===== config.mk =====
export PLATFORM = sky130hd
export DESIGN_NAME = conbus_sched
export DESIGN_NICKNAME = d
export VERILOG_FILES = /design/src/rtl/conbus_sched.sv
export SDC_FILE = /design/constraint.sdc
export NUM_CORES = 1
export LEC_CHECK = 0
export ABC_AREA = 1
export BUFFER_PORTS_ARGS = -buffer_cell sky130_fd_sc_hd__buf_2
export CAP_MARGIN = 20
export CORE_MARGIN = 3
export CORE_UTILIZATION = 54
export CTS_CLUSTER_DIAMETER = 50
export DETAILED_ROUTE_END_ITERATION = 16
export PLACE_DENSITY = 0.73
export SETUP_SLACK_MARGIN = 0.4
export SKIP_CTS_REPAIR_TIMING = 1
export SLEW_MARGIN = 20
export SYNTH_ARGS = -nofsm -noshare
export SYNTH_HDL_FRONTEND = slang
export SYNTH_SLANG_ARGS = --single-unit

===== constraint.sdc =====
create_clock -name sys_clk -period 4.1 [get_ports sys_clk]
set_input_delay 1.23 -clock sys_clk [delete_from_list [all_inputs] [get_ports sys_clk]]
set_output_delay 1.23 -clock sys_clk [all_outputs]
set_load 0.005 [all_outputs]

===== src/rtl/conbus_sched.sv =====
// rtl/conbus_sched.sv - registered round-robin grant scheduler with per-tenure quota and strobe watchdog
module conbus_sched #(
  parameter int unsigned N_MASTERS = 7,
  parameter int unsigned QUOTA     = 16,
  parameter int unsigned TIMEOUT   = 1024
) (
  input  logic                 sys_clk,
  input  logic                 sys_rst_n,
  input  logic [N_MASTERS-1:0] req,
  input  logic                 bus_stb,
  input  logic [2:0]           bus_cti,
  input  logic                 bus_ack,
  output logic [N_MASTERS-1:0] gnt,
  output logic [2:0]           gnt_id,
  output logic                 busy,
  output logic                 err,
  output logic [2:0]           err_id
);

  localparam int unsigned          QUOTA_M1 = (QUOTA == 0) ? 0 : QUOTA - 1;
  localparam int unsigned          TO_M1    = (TIMEOUT == 0) ? 0 : TIMEOUT - 1;
  localparam logic [2:0]           LAST_RST = 3'(N_MASTERS - 1);
  localparam logic [3:0]           N4       = 4'(N_MASTERS);
  localparam logic [N_MASTERS-1:0] ONE      = N_MASTERS'(1);

  typedef enum logic {S_IDLE, S_OWN} state_t;

  state_t               state_q, state_d;
  logic [2:0]           last_q, last_d;
  logic [7:0]           xfer_cnt_q, xfer_cnt_d;
  logic [15:0]          wd_cnt_q, wd_cnt_d;
  logic [N_MASTERS-1:0] gnt_q, gnt_d;
  logic [2:0]           gnt_id_q, gnt_id_d;
  logic                 busy_q, busy_d;
  logic                 err_q, err_d;
  logic [2:0]           err_id_q, err_id_d;

  logic       other_valid;
  logic [2:0] other_id;
  logic [3:0] j;
  logic       quota_hit, burst_close, stall, wd_fire;
  logic       grant_now;
  logic [2:0] new_id;

  // Scan last+1 .. last+N-1; iterating downwards leaves the nearest hit in other_id.
  always_comb begin
    other_valid = 1'b0;
    other_id    = 3'd0;
    j           = 4'd0;
    for (int k = N_MASTERS - 1; k >= 1; k--) begin
      j = {1'b0, last_q} + 4'(k);
      if (j >= N4) j = j - N4;
      if (req[j[2:0]]) begin
        other_valid = 1'b1;
        other_id    = j[2:0];
      end
    end
  end

  assign quota_hit   = (QUOTA != 0) && (32'(xfer_cnt_q) >= QUOTA_M1) && bus_ack;
  assign burst_close = (bus_cti == 3'b000) || (bus_cti == 3'b111);
  assign stall       = bus_stb & ~bus_ack;
  assign wd_fire     = (TIMEOUT != 0) && stall && (32'(wd_cnt_q) == TO_M1);

  always_comb begin
    state_d    = state_q;
    last_d     = last_q;
    xfer_cnt_d = xfer_cnt_q;
    wd_cnt_d   = wd_cnt_q;
    gnt_d      = gnt_q;
    gnt_id_d   = gnt_id_q;
    busy_d     = busy_q;
    err_d      = 1'b0;
    err_id_d   = err_id_q;
    grant_now  = 1'b0;
    new_id     = 3'd0;

    case (state_q)
      S_IDLE: begin
        gnt_d      = '0;
        busy_d     = 1'b0;
        xfer_cnt_d = 8'd0;
        wd_cnt_d   = 16'd0;
        if (|req) begin
          grant_now = 1'b1;
          new_id    = other_valid ? other_id : last_q;
        end
      end
      S_OWN: begin
        if (!req[gnt_id_q]) begin
          if (other_valid) begin
            grant_now = 1'b1;
            new_id    = other_id;
          end else begin
            state_d    = S_IDLE;
            gnt_d      = '0;
            busy_d     = 1'b0;
            xfer_cnt_d = 8'd0;
            wd_cnt_d   = 16'd0;
          end
        end else if (quota_hit && burst_close && other_valid) begin
          grant_now = 1'b1;
          new_id    = other_id;
        end else begin
          if (bus_ack && xfer_cnt_q != 8'hFF) xfer_cnt_d = xfer_cnt_q + 8'd1;
          // Grant stays with the stalled master; only the error is reported.
          if (wd_fire) begin
            err_d    = 1'b1;
            err_id_d = gnt_id_q;
            wd_cnt_d = 16'd0;
          end else if (stall) begin
            wd_cnt_d = wd_cnt_q + 16'd1;
          end else begin
            wd_cnt_d = 16'd0;
          end
        end
      end
      default: state_d = S_IDLE;
    endcase

    if (grant_now) begin
      state_d    = S_OWN;
      gnt_d      = ONE << new_id;
      gnt_id_d   = new_id;
      last_d     = new_id;
      busy_d     = 1'b1;
      xfer_cnt_d = 8'd0;
      wd_cnt_d   = 16'd0;
    end
  end

  always_ff @(posedge sys_clk or negedge sys_rst_n) begin
    if (!sys_rst_n) begin
      state_q    <= S_IDLE;
      last_q     <= LAST_RST;
      xfer_cnt_q <= 8'd0;
      wd_cnt_q   <= 16'd0;
      gnt_q      <= '0;
      gnt_id_q   <= 3'd0;
      busy_q     <= 1'b0;
      err_q      <= 1'b0;
      err_id_q   <= 3'd0;
    end else begin
      state_q    <= state_d;
      last_q     <= last_d;
      xfer_cnt_q <= xfer_cnt_d;
      wd_cnt_q   <= wd_cnt_d;
      gnt_q      <= gnt_d;
      gnt_id_q   <= gnt_id_d;
      busy_q     <= busy_d;
      err_q      <= err_d;
      err_id_q   <= err_id_d;
    end
  end

  assign gnt    = gnt_q;
  assign gnt_id = gnt_id_q;
  assign busy   = busy_q;
  assign err    = err_q;
  assign err_id = err_id_q;

endmodule


-- After elaboration in Yosys (flattened, before gate mapping)
Cells that the tools add are included.
Widths: inputs -> output; s select.
- output and inout bits: 15
- register bits: 43
- logic and storage cells: 133
- bitwise gates (word level): 4
- add/sub/neg operators: 14
- eq/ne operators: 8
- muxes and demuxes: 71
- reduce and logical (&&, ||, !) cells: 12
- magnitude comparators: 14
- shift operators: 1
- operators with widths (cell ; number):
    $mux 16 ; 6
    $mux 3 ; 17
    $mux 8 ; 5
    $pmux 16 s2 ; 1
    $lt 3x4->1 const B ; 7
    $mux 1 ; 27
    $ge 4x3->1 const B ; 6
    $bmux 1 s3 ; 7
    $mux 7 ; 3
    $sub 3x3->3 const B ; 6
    $add 16x1->16 const B ; 1
    $eq 16x10->1 const B ; 1
    $pmux 8 s2 ; 1
    $pmux 7 s2 ; 1
    $add 3x3->4 const B ; 3
    $add 3x2->4 const B ; 2
    $add 8x1->8 const B ; 1
    $ge 8x4->1 const B ; 1
    $ne 8x8->1 const B ; 1
    $reduce_or 7->1 ; 1
    $shl 1x3->7 const A ; 1
    $pmux 3 s2 ; 1
    $logic_and 1x1->1 ; 5
    $add 3x1->4 const B ; 1
    14 further kinds ; 18

-- Longest topological paths before layout
- depth after elaboration: 17
- depth in mapped cells: 24

-- Worst setup path before layout
Ideal clock, no wire load.
- path kind: reg2reg
- from: register last_q[1]
- to: register wd_cnt_q[8]
- arrival: 3067 ps
- path slack: 964 ps
- stages on the path, launching flop included: 23
- data required time: 4031 ps
- cells stage by stage: dfstp_2 inv_1 ha_1 fa_1 buf_4 inv_1 nand2_1 nand2_1 nand2_1 nand3_1 nand2_1 nand2_1 nand2_2 nor2_2 nand2_2 nor2_4 nand2_2 nand2_4 nand3_4 inv_4 nand3_4 buf_6 nor2_2
- cells in the longest elaborated chain, start to end: 17
- RTL lines (what ; line ; source):
    from (decl) ; 29 ; logic [2:0] last_q, last_d;
    from (signal assigned) ; 145 ; last_q <= last_d;
    $add 3x3->4 ; 51 ; j = {1'b0, last_q} + 4'(k);
    $ge 4x3->1 / $sub 3x3->3 (equally long branches) ; 52 ; if (j >= N4) j = j - N4;
    $mux 3 ; 52 ;
    $bmux 1 s3 ; 53 ; if (req[j[2:0]]) begin
    $mux 1 (implied by the code) ; 53 ;
    $mux 1 (5 in series) ; 53 ;
    $mux 1 (*) ; 53 ;
    $logic_and 1x1->1 ; 101 ; end else if (quota_hit && burst_close && other_valid) begin
    $mux 1 ; 101 ;
    $mux 1 ; 90 ; if (!req[gnt_id_q]) begin
    $pmux 1 s2 ; 78 ; case (state_q)
    $ne 4x4->1 (no source line) / $ne 4x2->1 (equally long branches) ; -- ;
    $reduce_and 2->1 (no source line) ; -- ;
    to (signal assigned) ; 147 ; wd_cnt_q <= wd_cnt_d;
    to (decl) ; 31 ; logic [15:0] wd_cnt_q, wd_cnt_d;
Mark *: on every way between the ends. The rest lies on a longest branch, timed or not. The select of a mux whose other input is x is not followed.
A chain may end at the register's enable or synchronous reset.

-- Worst setup path in the final report
- from: register last_q[1]
- to: register wd_cnt_q[3]
The elaborated chain is that of the path after synthesis.

==> flow_summary.toml <==
[floorplanning]
core_um2 = 6030
die_y_um = 85.4
die_w_um = 85.4
ios = 29
rows = 28
die-area_um2 = 7290
start_util_pct = 56.5

[timing]
tightestPinTransition_ns = 0.912
report.final.hold_viol_count = 0
timing.fmax_mhz = 300
rsz0062_at_grt = "no"
setup_viol = 0
finClkSkew_ns = 0.0102
slew-limit-headroom_pct = 39.2
finalCriticalPeriod_ns = 3.33
min_period_over_period_pct = 81.3
fin_setup_tns_ns = 0
slew_viol_final = 0

[layout]
layout-drive-gt1-share_pct = 19.4
nets = 561
final_common_cell = "nand2_1"
seqCellArea_um2 = 1050
multi_input_area_um2 = 2040
syn_to_final_growth_pct = 10.3
final_cell_area_um2 = 3750
nFillCells = 560
layout_common_cells = "nand2_1 (142), nand3_1 (74), inv_1 (60), dfrtp_1 (39), nor2_1 (31)"
n_antenna_cell = 0

[placement]
gp_congestion = 0.989
io_buffers = 28
placed_area_um2 = 3600
dp_hpwl_um = 6590

[global_route]
overflow = 0
antenna_found_initial = 0
grt_pass1_vias = 3201
grt_usage_pct = 24.8
grt_start_max_net_pins = 43
grt_pass1_wl_um = 14600

[clocking]
clockRootBuffer = "clkbuf_8"
numCtsBuffers = 5
insertion_delay_ns = 0.30
cts_tree = "done"
cts_sinks = 42
clk_pin_slew_ns = 0.09
htreeDepth = 2
cts_max_path_buffers = 2

[synth]
netlist_instances = 497
synth_cell_types = 36
synth-seq-cells = 42
synth_seq_area_share_pct = 30.9
synthArstFlopShare_pct = 100
avgSynthCellArea_um2 = 6.85
synth_area_um2 = 3400
synth_edf_count = 0
synth_ff_type = "dfrtp_1"
yosysWarningCount = 0
syn-num-nets = 524

[setup_path]
critPathArrivalTime_ns = 3.57
cp_max_fo = 13
worstPathRequired_ns = 4.33
critPathLaunchType = "register"
worstSetupPathType = "reg -> reg"
critPathCaptureType = "register"

[detailed_routing]
drt_iter0_markers = 224
drc = 0
antenna_left = 0
wl_per_cell_um = 13.9
vias = 3318
wl_um = 8470
vias_per_cell = 5.44
dr.pass1.iters = 5

[run_status]
status = "finished clean"

[flow_run]
drv_cap = 0

[hold_path]
min_path_type = "reg -> reg"
state kept, by name, summed over array words and instances (netlist names):
| name | flops |
|---|---|
| busy | 1 |
| err | 1 |
| err_id | 3 |
| gnt | 7 |
| gnt_id | 2 |
| last_q | 3 |
| state_q | 1 |
| wd_cnt_q | 16 |
| xfer_cnt_q | 8 |
path summary, 6_finish.rpt:
kind                            startpoint          end  slack [ns]  depth (start not counted)
worst max-delay path             last_q[1]  wd_cnt_q[3]        0.77                         21
worst min register to register        busy         busy        0.48                          2
worst max register to register   last_q[1]  wd_cnt_q[3]        0.77                         21
max in group asynchronous        sys_rst_n    last_q[0]        2.43                          1
worst min-delay path                  busy         busy        0.48                          2
min in group asynchronous        sys_rst_n       gnt[6]        1.05                          1
cells by family (layout without fill, tap and decap cells):
| kind of cell | Yosys count | count (layout) | share of synthesized area (%) |
|---|---|---|---|
| flops | 42 | 42 | 30.9 |
| buf+inv | 73 | 111 | 9.33 |
| simple gates | 312 | 312 | 44.2 |
| xor+xnor | 11 | 11 | 2.83 |
| fa+ha+maj | 13 | 13 | 5.22 |
| compound gates | 46 | 46 | 7.42 |
Yosys cell counts, types with 5 or more instances:
library cell | instances | share of area [%]
nor3_1 | 6 | 0.88
nand2_2 | 20 | 3.7
nor2_2 | 11 | 2.0
a21oi_1 | 13 | 1.9
xor2_1 | 6 | 1.5
nand2_1 | 142 | 16
nor2_1 | 31 | 3.4
o21ai_0 | 21 | 3.1
ha_1 | 11 | 4.0
dfrtp_1 | 40 | 29
nand4_1 | 7 | 1.3
inv_2 | 5 | 0.55
nand3_1 | 74 | 11
xnor2_1 | 5 | 1.3
inv_1 | 60 | 6.6
critical path, stage by stage (launching register included):
cell	delay [ns]
dfstp_2	0.53
buf_4	0.18
ha_1	0.16
inv_1	0.04
ha_1	0.35
inv_1	0.10
nand2_2	0.12
nand3_1	0.12
nand2_1	0.13
nand2_1	0.09
inv_1	0.09
nand2_1	0.08
nand3_2	0.12
nand2_2	0.11
nor2_4	0.12
nand2_2	0.09
nand2_4	0.08
nand3_4	0.14
inv_4	0.16
nand3_4	0.18
buf_4	0.20
nor2_2	0.07
per-layer routing:
| layer | vias to the layer above | wire length, um | global-route usage (%) |
|---|---|---|---|
| met1 | 1486 | 3670 | 31.4 |
| met5 | - | 0 | 0 |
| met4 | 0 | 306 | 11.9 |
| met2 | 126 | 4080 | 41.9 |
| li1 | 1680 | - | - |
| met3 | 26 | 409 | 3.20 |
stage by stage:
stage          setup slack [ns]  hold slack [ns]  std cells  utilization, %
6_report                  0.768            0.478        610            62.3
5_1_grt                   0.387            0.508        610            62.3
4_1_cts                   0.595            0.483        605            61.6
3_5_place_dp              0.617            0.461        597            59.8
3_3_place_gp              0.760            0.455        597            59.8
2_1_floorplan             0.964            0.442        497               -
layout make-up:
cell class | instances | share of cell area (%)
clock buffers | 5 | 1.83
clock inverters | 3 | 1.17
inverters | 66 | 6.66
multi-input cells | 382 | 54.2
flip-flops and latches | 42 | 28.1
well taps | 75 | 2.50
repair buffers | 37 | 5.53
Power is left out: the tool's default activity adds up to more than one toggle a clock period on the data nets, which glitch-free logic cannot reach.
